$ cat config.mk
export PLATFORM = sky130hd
export DESIGN_NAME = seg_scan_driver
export DESIGN_NICKNAME = d
export VERILOG_FILES = /design/src/rtl/seg_scan_driver.sv
export SDC_FILE = /design/constraint.sdc
export NUM_CORES = 1
export LEC_CHECK = 0
export CORE_ASPECT_RATIO = 1.2
export CORE_UTILIZATION = 30
export DETAILED_ROUTE_END_ITERATION = 8
export SLEW_MARGIN = 20
export SYNTH_ARGS = -nofsm -noshare
export SYNTH_HDL_FRONTEND = slang
export SYNTH_SLANG_ARGS = --single-unit
$ cat constraint.sdc
create_clock -name clk -period 3.4 [get_ports clk]
set_input_delay 0.68 -clock clk [delete_from_list [all_inputs] [get_ports clk]]
set_output_delay 0.68 -clock clk [all_outputs]
set_load 0.1 [all_outputs]
$ cat src/rtl/seg_scan_driver.sv
// seg_scan_driver: time-multiplexed seven-segment scanner.
// One pattern register per digit. Digits are scanned round-robin, each held
// for DIV cycles. Anodes stay off for the first BLANK cycles of every slot so
// the previous digit's pattern never ghosts onto the new anode.
module seg_scan_driver #(
    parameter int N      = 7,
    parameter int DIGITS = 4,
    parameter int DIV    = 100000,
    parameter int DIV_W  = 17,
    parameter int BLANK  = 4
) (
    input  logic              clk,
    input  logic              rst,
    input  logic [N-1:0]      seg_in,
    input  logic [2:0]        dig_sel,
    input  logic              wr_en,
    input  logic              blank_en,
    output logic [N-1:0]      seg_out,
    output logic [DIGITS-1:0] an_out,
    output logic [2:0]        dig_idx,
    output logic              frame_tick
);

    localparam logic [DIV_W-1:0] CNT_LAST = DIV_W'(DIV - 1);
    localparam logic [2:0]       IDX_LAST = 3'(DIGITS - 1);

    logic [DIV_W-1:0]  cnt;
    logic [2:0]        idx;
    logic [N-1:0]      regs [DIGITS];
    logic [N-1:0]      cur_pat;
    logic [DIGITS-1:0] an_nxt;
    logic              in_gap;
    logic              slot_end;
    logic              frame_end;

    assign slot_end  = (cnt == CNT_LAST);
    assign frame_end = slot_end && (idx == IDX_LAST);
    assign dig_idx   = idx;

    // Blanking gap at the start of each slot; compiled out when BLANK is 0
    // so there is no always-false compare against zero.
    generate
        if (BLANK > 0) begin : g_gap
            assign in_gap = (cnt < DIV_W'(BLANK));
        end else begin : g_nogap
            assign in_gap = 1'b0;
        end
    endgenerate

    // Prescaler and digit index; idx never leaves 0..DIGITS-1, so unused
    // upper bits stay 0.
    always_ff @(posedge clk or posedge rst) begin
        if (rst) begin
            cnt <= '0;
            idx <= '0;
        end else if (slot_end) begin
            cnt <= '0;
            idx <= (idx == IDX_LAST) ? 3'd0 : idx + 3'd1;
        end else begin
            cnt <= cnt + 1'b1;
        end
    end

    // Frame pulse registered on the same edge that wraps idx back to 0.
    always_ff @(posedge clk or posedge rst) begin
        if (rst) frame_tick <= 1'b0;
        else     frame_tick <= frame_end;
    end

    // Digit register file; out-of-range dig_sel matches no entry and is dropped.
    always_ff @(posedge clk or posedge rst) begin
        if (rst) begin
            for (int i = 0; i < DIGITS; i++) regs[i] <= '0;
        end else begin
            for (int i = 0; i < DIGITS; i++)
                if (wr_en && dig_sel == 3'(i)) regs[i] <= seg_in;
        end
    end

    // Select the pattern of the digit in its slot and decode its anode.
    always_comb begin
        cur_pat = '0;
        an_nxt  = '1;
        for (int i = 0; i < DIGITS; i++) begin
            if (idx == 3'(i)) begin
                cur_pat = regs[i];
                if (!(blank_en || in_gap)) an_nxt[i] = 1'b0;
            end
        end
    end

    // Registered active-low drive; dark and off while in reset.
    always_ff @(posedge clk or posedge rst) begin
        if (rst) begin
            seg_out <= '1;
            an_out  <= '1;
        end else begin
            seg_out <= ~cur_pat;
            an_out  <= an_nxt;
        end
    end

endmodule

## Yosys cells after proc, flatten, opt, wreduce, memory -nomap -nowiden

Cells that the tools add are included.

- Output and inout port bits: 15
- Bits in registers: 60
- Word-level logic and storage cells: 39

- $lt $le $gt $ge: 1
- Multiplexer cells: 11
- Reduce and logical (&&, ||, !) cells: 8
- Equal/unequal tests: 7
- Add/sub/neg operators: 2
- Bitwise logic cells: 1

Operator list:

| operator | count |
|---|---|
| $mux 7 | 4 |
| $add 17x1->17 const B | 1 |
| $eq 17x17->1 const B | 1 |
| $lt 17x3->1 const B | 1 |
| $mux 17 | 1 |
| $eq 3x2->1 const B | 4 |
| $not 7->7 | 1 |
| $eq 3x1->1 const B | 2 |
| $logic_not 3->1 | 2 |
| $logic_and 1x1->1 | 5 |
| $mux 1 | 5 |
| $add 3x1->3 const B | 1 |
| $mux 3 | 1 |
| $logic_or 1x1->1 | 1 |

## Logic depth before layout (Yosys ltp)

Gate-level depths: netlist of run 1.

- Depth in word-level cells: 6
- Gate-level depth with buffers: 6

## Least setup slack after synthesis of run 1

Ideal clock, no wire load.

- Kind: register to register
- Start point: register idx[0] (netlist: dig_idx[0])
- End point: register seg_out[0]
- Path slack: 1.335 ns
- Buffers on the path: 1
- Data required time: 3.323 ns
- Cell stages (with the launch flop): 7
- Data arrival time: 1.987 ns
- Path through: dfrtp_1 > inv_1 > ha_1 > clkbuf_1 > a21oi_1 > o21ai_0 > a31oi_1

- Cells in the longest elaborated chain, start to end: 6

RTL lines:

| element | line | text |
|---|---|---|
| from (decl) | 28 | `logic [2:0] idx;` |
| from (signal assigned) | 58 | `idx <= (idx == IDX_LAST) ? 3'd0 : idx + 3'd1;` |
| $logic_not 3->1 | 85 | `if (idx == 3'(i)) begin` |
| $mux 7 (3 in series) | 85 |  |
| $mux 7 (*) | 85 |  |
| $not 7->7 (*) | 98 | `seg_out <= ~cur_pat;` |
| to (signal assigned) | 98 |  |
| to (decl) | 18 | `output logic [N-1:0] seg_out,` |

Every way passes the cells marked *; elsewhere a longest branch is shown, timed or not.
A chain may end at the register's enable or synchronous reset.

## Worst setup path in the final report of run 1

- Start point: register frame_tick
- End point: output port frame_tick

RTL lines:

| element | line | text |
|---|---|---|
| from (decl) | 21 | `output logic frame_tick` |
| from (signal assigned) | 67 | `else frame_tick <= frame_end;` |

No word-level cell between the ends.

==> results of run 1 <==
[registers in the layout (all words and copies together), names as in the netlist]
signal,count
frame_tick,1
regs,28
dig_idx,3
an_out,4
seg_out,7
cnt,17
[power groups by stage]
stage / Combinational, mW / Clock (mW) / Sequential (mW)
6_report: 0.322 / 0.552 / 0.856
5_1_grt: 0.344 / 0.595 / 0.867
4_1_cts: 0.326 / 0.568 / 0.856
3_5_place_dp: 0.326 / 0 / 0.869
3_3_place_gp: 0.321 / 0 / 0.867
2_1_floorplan: 0.110 / 0 / 1.01
[metal layers]
layer	vias up	global-route usage	routed length, um
met3	7	0.02819	155
li1	865	-	-
met2	31	0.2181	2718
met4	0	0.06912	70
met5	-	0	0
met1	894	0.1564	2424
[layout by cell type (no fill, tap or decap), drive strengths merged, types with 2 or more instances in the layout]
master | synthesis | layout
dfstp | 11 | 11
xnor2 | 8 | 8
mux2 | 29 | 29
a31oi | 7 | 7
o21ai | 8 | 8
nand3 | 5 | 5
nor3 | 5 | 5
clkbuf | 6 | 12
nor4 | 4 | 4
nand2b | 8 | 8
inv | 6 | 6
nand4 | 4 | 4
or3 | 2 | 2
clkdlybuf4s50 | 0 | 14
nor2 | 14 | 14
clkinvlp | 0 | 2
buf | 0 | 18
and3b | 6 | 6
nor4bb | 2 | 2
or4 | 3 | 3
xor2 | 6 | 6
nor4b | 2 | 2
ha | 5 | 5
clkinv | 0 | 2
dfrtp | 49 | 49
a21oi | 8 | 8
nand2 | 18 | 18
[how the worst max path moves through the flow]
| stage | endpoint | slack (ps) | cells after the start |
|---|---|---|---|
| 2_1_floorplan | cnt[0] | 1250 | 1 |
| 3_3_place_gp | regs[21] | 950 | 3 |
| 3_5_place_dp | regs[21] | 910 | 3 |
| 4_1_cts | frame_tick | 910 | 1 |
| 5_1_grt | frame_tick | 890 | 1 |
| 6_report | frame_tick | 920 | 1 |
[final cells by class]
class / count / area, um2 / share of cell area
well taps: 117 / 146.4 / 0.04510
multi-input cells: 151 / 1116 / 0.3439
clock buffers: 12 / 145.1 / 0.04472
flip-flops and latches: 60 / 1515 / 0.4668
clock inverters: 4 / 25.02 / 0.007710
repair buffers: 32 / 275.3 / 0.08481
inverters: 6 / 22.52 / 0.006939
[logic make-up (layout without fill, tap and decap cells)]
| family | after synthesis | count (layout) |
|---|---|---|
| AOI/OAI and AO/OA | 25 | 25 |
| xor gates and xnor gates | 14 | 14 |
| adders and majority gates | 5 | 5 |
| buffers and inverters | 12 | 54 |
| DFF | 60 | 60 |
| muxes | 29 | 29 |
| and+or+nand+nor | 78 | 78 |
[stage by stage]
step,instances,worst slack [ps],hold slack (ps)
3_5_place_dp,366,914.3,486.2
4_1_cts,382,912.1,500.5
2_1_floorplan,223,1254,454.9
3_3_place_gp,366,951.1,471.9
6_report,382,922.0,495.1
5_1_grt,382,894.7,515.2
[worst reg2reg max path, stage by stage, from the launching register on]
cell	delay (ps)
dfrtp_1	410
or4_4	570
nor4b_2	760
a21boi_0	190
[Yosys cell counts, drive strengths merged]
master,instances
nand2b,8
nor4,4
clkbuf,6
dfrtp,49
nor2,14
xnor2,8
ha,5
and3b,6
nand4,4
a21oi,8
or3,2
nor4b,2
a21boi,1
nand3,5
nand4b,1
nor3,5
mux2,29
and4b,1
and4,1
inv,6
a31oi,7
and2,1
nor4bb,2
o31ai,1
o21ai,8
nand2,18
or4,3
xor2,6
dfstp,11
or4b,1
==> results.sh, run 1 <==
export IMPL_min_to="cnt[0]"
export IMPL_clk_latency_ps=330
export IMPL_clkPwrFrac=0.319
export IMPL_slew_headroom=0.3466
export IMPL_postPlaceCellArea_um2=3075
export IMPL_cp_start_kind="flip-flop"
export IMPL_cts_reportedPaths_clkPinSlew_ps=60
export IMPL_globalplace_congestion=0.8317
export IMPL_worst_slew_pin_slew_ps=977.1
export IMPL_drt_wl_total_mm=5.370
export IMPL_h_tree_depth=3
export IMPL_ys_warn_count=0
export IMPL_clock_sinks=60
export IMPL_rows=37
export IMPL_setup_violations=0
export IMPL_setup_total_negative_slack_ps=0
export IMPL_r2r_start="cnt[11]"
export IMPL_synth_seq_area_share=0.5662
export IMPL_p_leak_nw=1.370
export IMPL_p_switching_uw=513.6
export IMPL_end_kind="output pin"
export IMPL_switching_share=0.2970
export IMPL_cts_setup_buffers=0
export IMPL_grt_ovfl_total=0
export IMPL_hp_class="reg2reg"
export IMPL_port_buffers=28
export IMPL_grt_pass1_wl_mm=9.039
export IMPL_synth_area_mux_share=0.1234
export IMPL_grt_max_degree=32
export IMPL_rsz0062_at_grt="no"
export IMPL_hp_start="cnt[0]"
export IMPL_postSynthCellCount=223
export IMPL_dieArea_um2=9304
export IMPL_final_nets=279
export IMPL_coreArea_um2=8611
export IMPL_via_count=1797
export IMPL_wl_per_cell_um=14.06
export IMPL_cts_root_buffer="clkbuf_8"
export IMPL_synth_top_cell_area_share=0.4582
export IMPL_power_density_nw_per_um2=532.8
export IMPL_critPathLaunch="frame_tick"
export IMPL_fin_area_um2=3246
export IMPL_intPower_mw=1.216
export IMPL_worst_ir_drop_vdd_mv=0.1704
export IMPL_required_ps=2720
export IMPL_utilization=0.3769
export IMPL_fillers=892
export IMPL_netlist_area_um2=2676
export IMPL_post_route_period_util=0.7288
export IMPL_synth_adder_area_share=0.02338
export IMPL_hold_depth=1
export IMPL_die_width_um=88.22
export IMPL_cap_violations=0
export IMPL_path_buf_inv=1
export IMPL_antenna_left=0
export IMPL_fmax_mhz=403.6
export IMPL_synth_compound_area_frac=0.05189
export IMPL_dp_hpwl_mm=3.679
export IMPL_viasPerCell=4.704
export IMPL_cp_top_family="buffers and inverters"
export IMPL_n_antenna_cell=0
export IMPL_finalHoldViolations=0
export IMPL_synthesis_nets=242
export IMPL_drc_errors=0
export IMPL_synthSimpleGateAreaFrac=0.1725
export IMPL_grt_use_total=0.1314
export IMPL_fin_crit_ps=2478
export IMPL_drive_gt1_frac=0.2981
export IMPL_grt_pass1_vias=1882
export IMPL_antenna_found_initial=0
export IMPL_num_io_pins=29
export IMPL_synthToLayoutAreaGrowth_pct=21.27
export IMPL_status="finished clean"
export IMPL_p_total_mw=1.729
export IMPL_ctsHoldBuffers=0
export IMPL_synth_seq_cells=60
export IMPL_numCtsBuffers=9
export IMPL_cts_tree="yes"
export IMPL_power_share_combinational=0.186
export IMPL_cp_max_fo=1
export IMPL_slowest_stage="clkdlybuf4s50_1"
export IMPL_p_seq_frac=0.495
export IMPL_yosysTopAreaCell="dfrtp_1"
export IMPL_ys_types=32
export IMPL_clock_skew_ps=4.756
export IMPL_path_class="reg2out"
export IMPL_crit_arrival_ps=1800
export IMPL_dr_first_iter_drc_count=68
export IMPL_critPathMaxStageDelay_ps=1130
export IMPL_die_y_um=105.5
export IMPL_rrSetupSlack_ps=1320
export IMPL_crit_chain="clkdlybuf4s50_1"
export IMPL_clockBufferDepth=2
export IMPL_rr_worst_depth=3
export IMPL_r2r_end="dig_idx[2]"
export IMPL_synth_xor_area_share=0.04582
export IMPL_yosys_top_cells_area="dfrtp_1 46%, mux2_2 12%, dfstp_2 11%, xnor2_1 2.6%, nand2_1 2.5%"
export IMPL_syn_area_per_cell_um2=12.00
export IMPL_dr_pass1_iters=4
export IMPL_slew_viol_final=0
export IMPL_cts_resized=0
export IMPL_start_util=0.3108
export IMPL_synth_top_family_by_area="simple AND/OR/NAND/NOR gates"
(Power assumes the default switching activity.)
==> run 2: changes to the inputs <==
==> constraint.sdc (replaced) <==
create_clock -name clk -period 2.1 [get_ports clk]
set_input_delay 0.42 -clock clk [delete_from_list [all_inputs] [get_ports clk]]
set_output_delay 0.42 -clock clk [all_outputs]
set_load 0.1 [all_outputs]
==> run 2 against run 1 <==
  * Wire length shrank 0.24%
  * Non-clock buffer count grew 8
  * Power increased by 82%
  * Largest cell class unchanged
  * Via count increased by 0.33%
  * Setup slack got worse by 750 ps
  * Sequential cell count is the same
  * Critical path depth increased by 2
  * Final cell count up 2.1%
==> results.sh, run 2 (synthesis gave the netlist of run 1 again) <==
export IMPL_via_count=1803
export IMPL_clockBufferDepth=2
export IMPL_coreArea_um2=8611
export IMPL_setup_total_negative_slack_ps=0
export IMPL_grt_pass1_wl_mm=8.990
export IMPL_largestRegisters="regs: 28 flops, cnt: 17 flops, seg_out: 7 flops"
export IMPL_antenna_found_initial=0
export IMPL_crit_arrival_ps=2160
export IMPL_fmax_mhz=519.3
export IMPL_worst_slew_pin_slew_ps=585.4
export IMPL_cts_setup_buffers=0
export IMPL_rrSetupSlack_ps=170
export IMPL_dr_first_iter_drc_count=62
export IMPL_drc_errors=0
export IMPL_start_util=0.3108
export IMPL_finalHoldViolations=0
export IMPL_path_class="reg2reg"
export IMPL_setup_slack_ps=174.3
export IMPL_drt_wl_total_mm=5.357
export IMPL_highest_layer="met4"
export IMPL_switching_share=0.2684
export IMPL_cp_max_fo=5
export IMPL_worst_ir_drop_vdd_mv=0.4241
export IMPL_h_tree_depth=3
export IMPL_utilization=0.4013
export IMPL_status="finished clean"
export IMPL_power_share_combinational=0.175
export IMPL_n_antenna_cell=0
export IMPL_regMostFlops="regs"
export IMPL_cts_reportedPaths_clkPinSlew_ps=70
export IMPL_grt_max_degree=26
export IMPL_setup_violations=0
export IMPL_numCtsBuffers=9
export IMPL_antenna_left=0
export IMPL_cp_start_kind="flip-flop"
export IMPL_drive_gt1_frac=0.3297
export IMPL_slew_viol_final=0
export IMPL_port_buffers=28
export IMPL_drt_met1_wl_mm=2.301
export IMPL_route_met3_wl_um=230
export IMPL_dieArea_um2=9304
export IMPL_cap_violations=0
export IMPL_cts_tree="yes"
export IMPL_multi_input_area_um2=1116
export IMPL_grt_ovfl_total=0
export IMPL_globalplace_congestion=0.8097
export IMPL_dr_pass1_iters=6
export IMPL_viasPerCell=4.623
export IMPL_cts_resized=0
export IMPL_clock_sinks=60
export IMPL_rows=37
export IMPL_fillers=862
export IMPL_pre_cts_slack_ps=138.0
export IMPL_p_leak_nw=1.484
export IMPL_num_io_pins=29
export IMPL_hp_class="in2async"
export IMPL_ff_latch_area_um2=1515
export IMPL_p_seq_frac=0.442
export IMPL_dp_hpwl_mm=3.778
export IMPL_power_density_nw_per_um2=911.7
export IMPL_required_ps=2330
export IMPL_fin_crit_ps=1926
export IMPL_synthToLayoutAreaGrowth_pct=29.13
export IMPL_final_common_cell="dfrtp_1"
export IMPL_p_switching_uw=845.7
export IMPL_post_route_period_util=0.9170
export IMPL_clock_skew_ps=5.598
export IMPL_rsz0062_at_grt="no"
export IMPL_end_kind="flip-flop"
export IMPL_wl_met2_mm=2.732
export IMPL_intPower_mw=2.305
export IMPL_die_y_um=105.5
export IMPL_cts_root_buffer="clkbuf_8"
export IMPL_slew_headroom=0.6097
export IMPL_clk_latency_ps=340
export IMPL_wl_per_cell_um=13.74
export IMPL_die_width_um=88.22
export IMPL_final_cell_mix="49 x dfrtp_1, 28 x mux2_2, 20 x buf_4"
export IMPL_grt_use_total=0.1319
export IMPL_grt_pass1_vias=1838
export IMPL_ctsHoldBuffers=0
export IMPL_clkPwrFrac=0.383
export IMPL_largest_register_ff_count=28
export IMPL_final_nets=287
run 2: layout make-up:
type                    count  area share
repair buffers             40      0.1217
clock inverters             4     0.02028
clock buffers              12     0.04779
multi-input cells         151      0.3230
flip-flops and latches     60      0.4385
well taps                 117     0.04236
inverters                   6    0.006517
run 2: path summary, 6_finish.rpt:
check,from,endpoint,depth (start not counted)
max in group asynchronous,rst,seg_out[0],3
min reg2reg,regs[7],regs[7],1
max,cnt[11],dig_idx[1],3
min in group clk,regs[7],regs[7],1
min,rst,regs[11],2
max reg2reg,cnt[11],dig_idx[1],3
run 2: power by group through the flow:
stage	clock network [mW]	registers (mW)	logic (mW)
6_report	1.21	1.39	0.550
2_1_floorplan	0	1.63	0.178
3_3_place_gp	0	1.41	0.551
3_5_place_dp	0	1.42	0.558
4_1_cts	1.24	1.39	0.558
5_1_grt	1.30	1.41	0.583
run 2: per-layer routing:
layer | up-vias | track usage
li1 | 883 | -
met1 | 883 | 0.1524
met2 | 27 | 0.2170
met3 | 10 | 0.05247
met4 | 0 | 0.04839
met5 | - | 0
run 2: stage by stage:
step | cells | area, um2 | hold slack (ps) | power, mW
floorplan | 223 | 2676 | 454.9 | 1.811
global placement | 374 | 3221 | 468.8 | 1.961
detailed placement | 374 | 3221 | 478.6 | 1.973
CTS | 390 | 3456 | 417.7 | 3.189
global route | 390 | 3456 | 441.6 | 3.298
finish | 390 | 3456 | 404.9 | 3.151
run 2: critical path, cell delays in order (launching register included):
cell     delay [ps]
dfrtp_1         410
or4_4           560
or4_4           530
mux2_4          320
==> run 3: changes to the inputs <==
--- a/config.mk
+++ b/config.mk
@@ -5,6 +5,7 @@
 export SDC_FILE = /design/constraint.sdc
 export NUM_CORES = 1
 export LEC_CHECK = 0
+export ABC_CLOCK_PERIOD_IN_PS = 2100
 export CORE_ASPECT_RATIO = 1.2
 export CORE_UTILIZATION = 30
 export DETAILED_ROUTE_END_ITERATION = 8
==> results of run 3 <==
Final layout, timing and power as in run 2 (identical DEF).
